File: src/rtl/risc_mem_pkg.sv
// Shared types and constants for the RISC memory arbiter (state encoding, owner IDs, beat count).
package risc_mem_pkg;
  localparam int BEATS      = 4;
  localparam int DEF_ADDR_W = 12;

  typedef enum logic [1:0] {
    ST_IDLE = 2'd0,
    ST_XFER = 2'd1,
    ST_DONE = 2'd2
  } state_t;

  typedef enum logic {
    OWN_IF = 1'b0,
    OWN_DM = 1'b1
  } owner_t;
endpackage

File: src/rtl/risc_mem_beat_seq.sv
// Byte-beat sequencer: walks four consecutive byte addresses (wrapping), drives the
// byte write strobe per enable and assembles read bytes into a little-endian word.
module risc_mem_beat_seq
  import risc_mem_pkg::*;
#(
  parameter int ADDR_W = DEF_ADDR_W
) (
  input  logic              clk,
  input  logic              reset,
  input  logic              i_start,
  input  logic [ADDR_W-1:0] i_addr,
  input  logic              i_we,
  input  logic [3:0]        i_be,
  input  logic [31:0]       i_wdata,
  input  logic [7:0]        i_mem_rdata,
  output logic              o_last,
  output logic [31:0]       o_word,
  output logic [ADDR_W-1:0] o_mem_addr,
  output logic              o_mem_we,
  output logic [7:0]        o_mem_wdata
);
  logic              r_active;
  logic [1:0]        r_beat;
  logic              r_we;
  logic [3:0]        r_be;
  logic [31:0]       r_wdata;
  logic [31:0]       r_word;
  logic [ADDR_W-1:0] r_mem_addr;
  logic              r_mem_we;
  logic [7:0]        r_mem_wdata;
  logic [1:0]        w_beat_nxt;
  logic [31:0]       w_word;

  assign w_beat_nxt = r_beat + 2'd1;

  // The word including the byte being read this beat, so the final lane is usable on the last edge.
  for (genvar gi = 0; gi < BEATS; gi++) begin : g_lane
    assign w_word[8*gi +: 8] = (r_active && !r_we && (r_beat == 2'(gi))) ?
                               i_mem_rdata : r_word[8*gi +: 8];
  end

  assign o_last      = r_active && (r_beat == 2'(BEATS - 1));
  assign o_word      = w_word;
  assign o_mem_addr  = r_mem_addr;
  assign o_mem_we    = r_mem_we;
  assign o_mem_wdata = r_mem_wdata;

  always_ff @(posedge clk) begin
    if (reset) begin
      r_active    <= 1'b0;
      r_beat      <= 2'd0;
      r_we        <= 1'b0;
      r_be        <= 4'd0;
      r_wdata     <= 32'd0;
      r_word      <= 32'd0;
      r_mem_addr  <= '0;
      r_mem_we    <= 1'b0;
      r_mem_wdata <= 8'd0;
    end else if (i_start) begin
      r_active    <= 1'b1;
      r_beat      <= 2'd0;
      r_we        <= i_we;
      r_be        <= i_be;
      r_wdata     <= i_we ? i_wdata : 32'd0;
      r_word      <= 32'd0;
      r_mem_addr  <= i_addr;
      r_mem_we    <= i_we & i_be[0];
      r_mem_wdata <= i_we ? i_wdata[7:0] : 8'd0;
    end else if (r_active) begin
      r_word <= w_word;
      if (o_last) begin
        r_active    <= 1'b0;
        r_mem_addr  <= '0;
        r_mem_we    <= 1'b0;
        r_mem_wdata <= 8'd0;
      end else begin
        r_beat      <= w_beat_nxt;
        r_mem_addr  <= r_mem_addr + ADDR_W'(1);
        r_mem_we    <= r_we & r_be[w_beat_nxt];
        r_mem_wdata <= r_wdata[8*w_beat_nxt +: 8];
      end
    end
  end
endmodule

File: src/rtl/risc_mem_arbiter.sv
// IF/DM arbiter for the shared byte memory: DM priority with IF anti-starvation.
// Optional RISC_MEM_ALIGN_CHECK_EN rejects misaligned words with err instead of sequencing them.
module risc_mem_arbiter
  import risc_mem_pkg::*;
#(
  parameter int ADDR_W     = DEF_ADDR_W,
  parameter int STARVE_MAX = 4
) (
  input  logic              clk,
  input  logic              reset,
  input  logic              if_req,
  input  logic [ADDR_W-1:0] if_addr,
  output logic              if_done,
  output logic [31:0]       if_rdata,
  input  logic              dm_req,
  input  logic              dm_we,
  input  logic [ADDR_W-1:0] dm_addr,
  input  logic [3:0]        dm_be,
  input  logic [31:0]       dm_wdata,
  output logic              dm_done,
  output logic [31:0]       dm_rdata,
  output logic              err,
  output logic [ADDR_W-1:0] mem_addr,
  output logic              mem_we,
  output logic [7:0]        mem_wdata,
  input  logic [7:0]        mem_rdata
);
  localparam int CNT_W = $clog2(STARVE_MAX + 1);

  state_t            r_state;
  owner_t            r_owner;
  logic              r_we;
  logic              r_err_pend;
  logic [CNT_W-1:0]  r_starve_cnt;
  logic              r_if_done;
  logic              r_dm_done;
  logic              r_err;
  logic [31:0]       r_if_rdata;
  logic [31:0]       r_dm_rdata;

  logic              w_grant;
  logic              w_grant_dm;
  logic              w_grant_if;
  logic [ADDR_W-1:0] w_addr;
  logic              w_misalign;
  logic              w_start;
  logic              w_last;
  logic [31:0]       w_word;

  assign w_grant    = (r_state == ST_IDLE) && (if_req || dm_req);
  assign w_grant_dm = dm_req && (!if_req || (r_starve_cnt != CNT_W'(STARVE_MAX)));
  assign w_grant_if = if_req && !w_grant_dm;
  assign w_addr     = w_grant_dm ? dm_addr : if_addr;
`ifdef RISC_MEM_ALIGN_CHECK_EN
  assign w_misalign = (w_addr[1:0] != 2'b00);
`else
  assign w_misalign = 1'b0;
`endif
  assign w_start    = w_grant && !w_misalign;

  risc_mem_beat_seq #(.ADDR_W(ADDR_W)) u_beat_seq (
    .clk         (clk),
    .reset       (reset),
    .i_start     (w_start),
    .i_addr      (w_addr),
    .i_we        (w_grant_dm & dm_we),
    .i_be        (dm_be),
    .i_wdata     (dm_wdata),
    .i_mem_rdata (mem_rdata),
    .o_last      (w_last),
    .o_word      (w_word),
    .o_mem_addr  (mem_addr),
    .o_mem_we    (mem_we),
    .o_mem_wdata (mem_wdata)
  );

  assign if_done  = r_if_done;
  assign dm_done  = r_dm_done;
  assign err      = r_err;
  assign if_rdata = r_if_rdata;
  assign dm_rdata = r_dm_rdata;

  always_ff @(posedge clk) begin
    if (reset) begin
      r_state      <= ST_IDLE;
      r_owner      <= OWN_IF;
      r_we         <= 1'b0;
      r_err_pend   <= 1'b0;
      r_starve_cnt <= '0;
      r_if_done    <= 1'b0;
      r_dm_done    <= 1'b0;
      r_err        <= 1'b0;
      r_if_rdata   <= 32'd0;
      r_dm_rdata   <= 32'd0;
    end else begin
      r_if_done <= 1'b0;
      r_dm_done <= 1'b0;
      r_err     <= 1'b0;
      case (r_state)
        ST_IDLE: begin
          // Starvation only accumulates while IF is actually waiting.
          if (!if_req || w_grant_if)
            r_starve_cnt <= '0;
          else if (w_grant_dm && (r_starve_cnt != CNT_W'(STARVE_MAX)))
            r_starve_cnt <= r_starve_cnt + CNT_W'(1);
          if (w_grant) begin
            r_owner <= w_grant_dm ? OWN_DM : OWN_IF;
            r_we    <= w_grant_dm & dm_we;
            if (w_misalign) begin
              r_state    <= ST_DONE;
              r_err_pend <= 1'b1;
            end else begin
              r_state <= ST_XFER;
            end
          end
        end
        ST_XFER: begin
          if (w_last) begin
            r_state <= ST_DONE;
            if (r_owner == OWN_IF) begin
              r_if_done  <= 1'b1;
              r_if_rdata <= w_word;
            end else begin
              r_dm_done <= 1'b1;
              if (!r_we)
                r_dm_rdata <= w_word;
            end
          end
        end
        ST_DONE: begin
          // A rejected access spends one DONE cycle arming the error response, then pulses it.
          if (r_err_pend) begin
            r_err_pend <= 1'b0;
            r_err      <= 1'b1;
            if (r_owner == OWN_IF) begin
              r_if_done  <= 1'b1;
              r_if_rdata <= 32'd0;
            end else begin
              r_dm_done  <= 1'b1;
              r_dm_rdata <= 32'd0;
            end
          end else begin
            r_state <= ST_IDLE;
          end
        end
        default: r_state <= ST_IDLE;
      endcase
    end
  end
endmodule

File: config.mk
export PLATFORM = sky130hd
export DESIGN_NAME = risc_mem_arbiter
export DESIGN_NICKNAME = d
export VERILOG_FILES = /design/src/rtl/risc_mem_pkg.sv /design/src/rtl/risc_mem_beat_seq.sv /design/src/rtl/risc_mem_arbiter.sv
export SDC_FILE = /design/constraint.sdc
export NUM_CORES = 1
export LEC_CHECK = 0
export BUFFER_PORTS_ARGS = -buffer_cell sky130_fd_sc_hd__buf_2
export CORE_MARGIN = 10
export CORE_UTILIZATION = 53
export CTS_CLUSTER_SIZE = 24
export DETAILED_ROUTE_END_ITERATION = 12
export GPL_TIMING_DRIVEN = 1
export PLACE_DENSITY = 0.89
export SYNTH_ARGS = -nofsm -noshare
export SYNTH_HDL_FRONTEND = slang
export SYNTH_SLANG_ARGS = --single-unit
File: constraint.sdc
create_clock -name clk -period 2.4 [get_ports clk]
set_input_delay 0.48 -clock clk [delete_from_list [all_inputs] [get_ports clk]]
set_output_delay 0.48 -clock clk [all_outputs]
set_load 0.02 [all_outputs]
Word level (Yosys, flattened, before mapping). Cells that the tools add are included.

Flip-flop bits (word level): 166. Output and inout port bits: 88.

Add/subtract/negate cells: 3. Order comparisons: 1. Equal/unequal tests: 13. Shift operators: 1. Muxes and demuxes: 36. Bitwise operators: 6. Reduce and logical (&&, ||, !) cells: 29.

Operators by type and width (count): 32-bit two-way mux (8); 8-bit two-way mux (8); 12-bit two-way mux (4); 32-bit by 6-bit variable part select with 8-bit output (1); 12-bit by 1-bit adder with 12-bit output, second input constant (1); 1-bit logical AND (10); 1-bit two-way mux (10); 2-bit != test, second input constant (5); 2-bit AND reduction (4); 2-bit equality test, second input constant (3); 3-bit two-way mux (2); 6-bit AND reduction (1); 2-bit nonzero test (3); 5-bit AND reduction (1); 2-bit by 1-bit equality test with 1-bit output, second input constant (2); 2-bit zero test (2); 2-bit two-way mux (2); 2-bit by 1-bit != test with 1-bit output, second input constant (2); 2-bit one-hot mux with 2 select lines (1); 3-bit by 1-bit adder with 3-bit output, second input constant (1); 1-bit bitwise AND (3); 1-bit zero test (3); 1-bit logical OR (3); 2-bit by 3-bit less-than comparator with 1-bit output, second input constant (1); other kinds (6) (8).

Logic depth before layout (Yosys ltp).
Depth in word-level cells: 8. Depth in mapped cells: 9. Depth with buffers taken out: 7.

By module. Synthesis repeated with hierarchy kept, for this count alone.

Cells, all modules: 710. Area, all modules: 7035.5 um2.

Modules (own cells, without submodules): risc_mem_beat_seq (times used 1, cells an instance 369, area an instance 3956.3 um2, seq. area each 1861.8 um2); risc_mem_arbiter (times used 1, cells an instance 341, area an instance 3079.2 um2, seq. area each 1461.4 um2).

Worst setup path after synthesis. Ideal clock, no wire load.

Kind: register -> register. From: reg u_beat_seq.r_beat[0]. To: reg u_beat_seq.r_mem_wdata[0] (netlist: u_beat_seq.o_mem_wdata[0]). Arrival: 2.047 ns. Path slack: 0.221 ns. Cell stages (with the launch flop): 8. Clock period less this slack: 2.179 ns. Path through: dfxtp_1 > buf_2 > inv_1 > ha_1 > clkbuf_2 > mux4_2 > a221oi_1 > nor3_1.

Word-level cells in the longest chain between the ends: 5.

Ends and longest elaborated chain: start, declared (line risc_mem_beat_seq.sv:23) `logic [1:0] r_beat;`; start signal, assigned (line risc_mem_beat_seq.sv:77) `r_beat <= w_beat_nxt;`; 2-bit by 1-bit adder with 2-bit output (line risc_mem_beat_seq.sv:34) `assign w_beat_nxt = r_beat + 2'd1;`; net u_beat_seq.w_beat_nxt[0] (line risc_mem_beat_seq.sv:31) `logic [1:0] w_beat_nxt;`; 32-bit by 6-bit variable part select with 8-bit output (line risc_mem_beat_seq.sv:80) `r_mem_wdata <= r_wdata[8*w_beat_nxt +: 8];`; 8-bit two-way mux (line risc_mem_beat_seq.sv:71) `if (o_last) begin`; 8-bit two-way mux (line risc_mem_beat_seq.sv:69) `end else if (r_active) begin`; 8-bit two-way mux (line risc_mem_beat_seq.sv:59) `end else if (i_start) begin`; end signal, assigned (line risc_mem_beat_seq.sv:68) `r_mem_wdata <= i_we ? i_wdata[7:0] : 8'd0;`; end signal, assigned (line risc_mem_beat_seq.sv:80); end, declared (line risc_mem_beat_seq.sv:30) `logic [7:0] r_mem_wdata;`.

The timed path passes the listed nets, and every way through them passes these cells. The select of a mux whose other input is x is not followed. A chain may end at the register's enable or synchronous reset.

Worst setup path in the final report.
From: reg r_state[1]. To: reg u_beat_seq.r_mem_wdata[3] (netlist: u_beat_seq.o_mem_wdata[3]).

Word-level cells in the longest chain between the ends: 3.

Ends and longest elaborated chain: start, declared (line risc_mem_arbiter.sv:30) `state_t r_state;`; start signal, assigned (line risc_mem_arbiter.sv:85) `r_state <= ST_IDLE;`; start signal, assigned (line risc_mem_arbiter.sv:110) `r_state <= ST_DONE;`; start signal, assigned (line risc_mem_arbiter.sv:113) `r_state <= ST_XFER;`; 2-bit zero test (*) (line risc_mem_arbiter.sv:50) `assign w_grant = (r_state == ST_IDLE) && (if_req || dm_req);`; 1-bit logical AND (*) (line risc_mem_arbiter.sv:50); 8-bit two-way mux / 2-bit nonzero test (equally long branches).

Mark *: on every way between the ends. The rest lies on a longest branch, timed or not.

==> flow_summary.yaml <==
run_status:
  status: "complete, no violations"
worst_setup_path:
  endpoint: "u_beat_seq.o_mem_wdata[3]$_SDFFE_PP0P_"
  arrival_ns: 2.45
  critical_path_required_ns: 2.68
  critPathMaxFanout: 25
  endpoint_kind: "flop"
  reg2reg_depth: 5
  worstSetupStartpointType: "flop"
  worstSetupPathType: "reg2reg"
  crit-reg2reg-launch: "r_state[1]$_SDFFE_PP0P_"
  startpoint: "r_state[1]$_SDFFE_PP0P_"
  reg2reg_slack_ns: 0.23
  reg2reg_to: "u_beat_seq.o_mem_wdata[3]$_SDFFE_PP0P_"
global_routing:
  globalRouteTotalUtil_pct: 20.3
  grt_pass1_vias: 5304
  grt.overflow.total: 0
  grt_max_degree: 65
  grt_pass1_wl_um: 27300
  antenna_found_initial: 0
timing:
  slew_viol_final: 0
  fin_setup_tns_ns: 0
  skew_ns: 0.00574
  hold_viol_final: 0
  post-route-min-period_ns: 2.17
  fin_crit_sh_pct: 90.4
  finalSetupViolCount: 0
  worst_pin_slew_ns: 0.827
  max_freq_mhz: 461
  rsz0062_at_grt: "no"
  slew_headroom_pct: 44.7
floorplan:
  initial_core_util_pct: 54.8
  die_y_um: 129
  dieWidth_um: 129
  die_area_mm2: 0.0167
  num_io_pins: 161
  rows: 39
  fp.coreArea_mm2: 0.0116
synth:
  synthArstFlopShare_pct: 0
  syn_area_mm2: 0.00634
  syn_area_per_cell_um2: 9.84
  ys_warn_count: 0
  syn_nets: 724
  syn_inst: 644
  ys_types: 48
  yosysSeqAreaShare_pct: 52.1
  ys_ff_latch: 165
  ys.flop_type: "dfxtp_1"
  synth-edff-count: 0
routing:
  drtIter0Drc: 524
  route.detailed.drc: 0
  wl_per_cell_um: 18.5
  detail_route.wirelength_um: 17500
  drt_first_pass_iters: 5
  routed-via-count: 5463
  avgViaCountPerCell: 5.78
  antenna_left: 0
power_and_ir_drop:
  power_leakage_uw: 0.00342
  p_sw_uw: 1480
  switching_share_pct: 23.8
  power_density_mw_per_mm2: 793
  p_clk_share_pct: 44.8
  intPower_uw: 4750
  combPwrFrac_pct: 9.0
  ir_drop_uv: 475
  seqPwrFrac_pct: 46.2
layout:
  final_cells: 945
  num_antenna_cells: 0
  nets: 869
  mostFrequentLayoutCells: "dfxtp_1 (165), buf_2 (158), nor2_1 (130), a211oi_1 (67), mux2i_1 (36)"
  fill_cells: 879
  area_growth_pct: 23.9
  drive_above_1_share_pct: 28.7
  layout_commonest_cell: "dfxtp_1"
clocking:
  insertion_delay_ns: 0.42
  cts_sinks: 165
  htreeDepth: 4
  cts-buffers-inserted: 17
  ctsResizeCount: 0
  root_buffer: "clkbuf_16"
  cts_setup_buffers: 0
  cts_buffer_depth: 2
  cts_hold_buf: 0
  cts.reportedPaths.clkPinSlew_ns: 0.06
  cts_tree: "yes"
job:
  maxCapViolCount: 0
hold_path:
  worstHoldPathType: "in2reg"
place:
  io_buffers: 159
  gp_congestion: 0.867
  dp_hpwl_um: 12300
  dp.cells: 913
sequential cells by signal, indices dropped and copies added (netlist names), 3 cells and up:
| signal | count |
|---|---|
| u_beat_seq.r_be | 4 |
| u_beat_seq.o_mem_addr | 12 |
| dm_rdata | 32 |
| r_starve_cnt | 3 |
| u_beat_seq.o_mem_wdata | 8 |
| if_rdata | 32 |
| u_beat_seq.r_word | 32 |
| u_beat_seq.r_wdata | 32 |
area by class of cell:
cell class              instances  area (um^2)  area share [%]
repair buffers                175          943            12.0
clock inverters                11          146            1.86
multi-input cells             424         2790            35.5
clock buffers                  21          470            5.99
inverters                       6         22.5           0.287
well taps                     143          179            2.28
flip-flops and latches        165         3300            42.1
routing by layer:
| metal | track usage (%) | wire [um] | up-vias |
|---|---|---|---|
| met4 | 8.43 | 399 | 0 |
| met1 | 24.5 | 7110 | 2584 |
| met5 | 0 | 0 | - |
| li1 | - | - | 2619 |
| met2 | 33.2 | 8540 | 221 |
| met3 | 6.24 | 1420 | 39 |
power by group through the flow:
| stage | clock network, uW | logic (uW) | registers (uW) |
|---|---|---|---|
| 2_1_floorplan | 0 | 317 | 2960 |
| 3_3_place_gp | 0 | 535 | 2930 |
| 3_5_place_dp | 0 | 549 | 2940 |
| 4_1_cts | 2820 | 556 | 2880 |
| 5_1_grt | 2930 | 607 | 2890 |
| 6_report | 2790 | 558 | 2880 |
Yosys cell counts, drive strengths merged (2+ instances only):
cell type  instances  area, um^2
and3               5        31.3
nor2b              4        32.5
a22o              23         201
dfxtp            165        3300
a21oi             19        98.9
mux2               4        45.0
and2               2        12.5
mux2i             36         360
clkbuf            22        83.8
a22oi             10        75.1
or3                2        12.5
ha                 7        87.6
nand2             35         141
o21ai             10        50.1
a311oi             6        52.6
inv                6        22.5
a2111oi            2        17.5
a31oi              2        12.5
nand4              5        31.3
nand3              7        35.0
nand2b             2        12.5
nor3b              2        15.0
a211oi            67         503
nor3              11        55.1
buf               27         153
a221oi            12         105
mux4               9         203
nor2             132         505
worst max-delay path, cell delays in order, from the launching register on:
cell and delay, ns:
dfxtp_1 0.32, or2_0 0.36, nor2_4 0.52, nor2_1 0.34, a221oi_1 0.37, nor3_1 0.11
worst min-delay path by stage:
stage / start / endpoint / slack, ns / cells after the start
after CTS: dm_wdata[18] / u_beat_seq.r_wdata[18]$_SDFFE_PP0P_ / 0.25 / 2
after global routing: dm_wdata[21] / u_beat_seq.r_wdata[21]$_SDFFE_PP0P_ / 0.26 / 2
after global placement: u_beat_seq.r_be[2]$_SDFFE_PP0P_ / u_beat_seq.r_be[2]$_SDFFE_PP0P_ / 0.44 / 2
final: dm_wdata[26] / u_beat_seq.r_wdata[26]$_SDFFE_PP0P_ / 0.26 / 2
after floorplan: u_beat_seq.r_be[3]$_SDFFE_PP0P_ / u_beat_seq.r_be[3]$_SDFFE_PP0P_ / 0.43 / 2
after detailed placement: u_beat_seq.r_be[3]$_SDFFE_PP0P_ / u_beat_seq.r_be[3]$_SDFFE_PP0P_ / 0.45 / 2
cells by family after synthesis:
family,after synthesis,share of synthesized area [%]
AO/OA/AOI/OAI,156,18.3
XOR/XNOR,1,0.138
multiplexers,49,9.60
other,1,0.0592
adder cells (fa/ha/maj),7,1.38
flip-flops,165,52.1
AND/OR/NAND/NOR,210,14.3
buffers and inverters,55,4.09
through the flow:
step           utilization, %  hold slack (ns)  worst slack [ns]  power [uW]  instance area, um^2
6_report                 67.9            0.263             0.231        6230                 7850
5_1_grt                  67.9            0.261            0.0846        6420                 7850
4_1_cts                  67.9            0.252             0.254        6250                 7850
3_5_place_dp             62.6            0.449             0.253        3480                 7240
3_3_place_gp             62.6            0.444             0.341        3470                 7240
2_1_floorplan               -            0.433             0.221        3270                 6340
(Power assumes the default switching activity.)
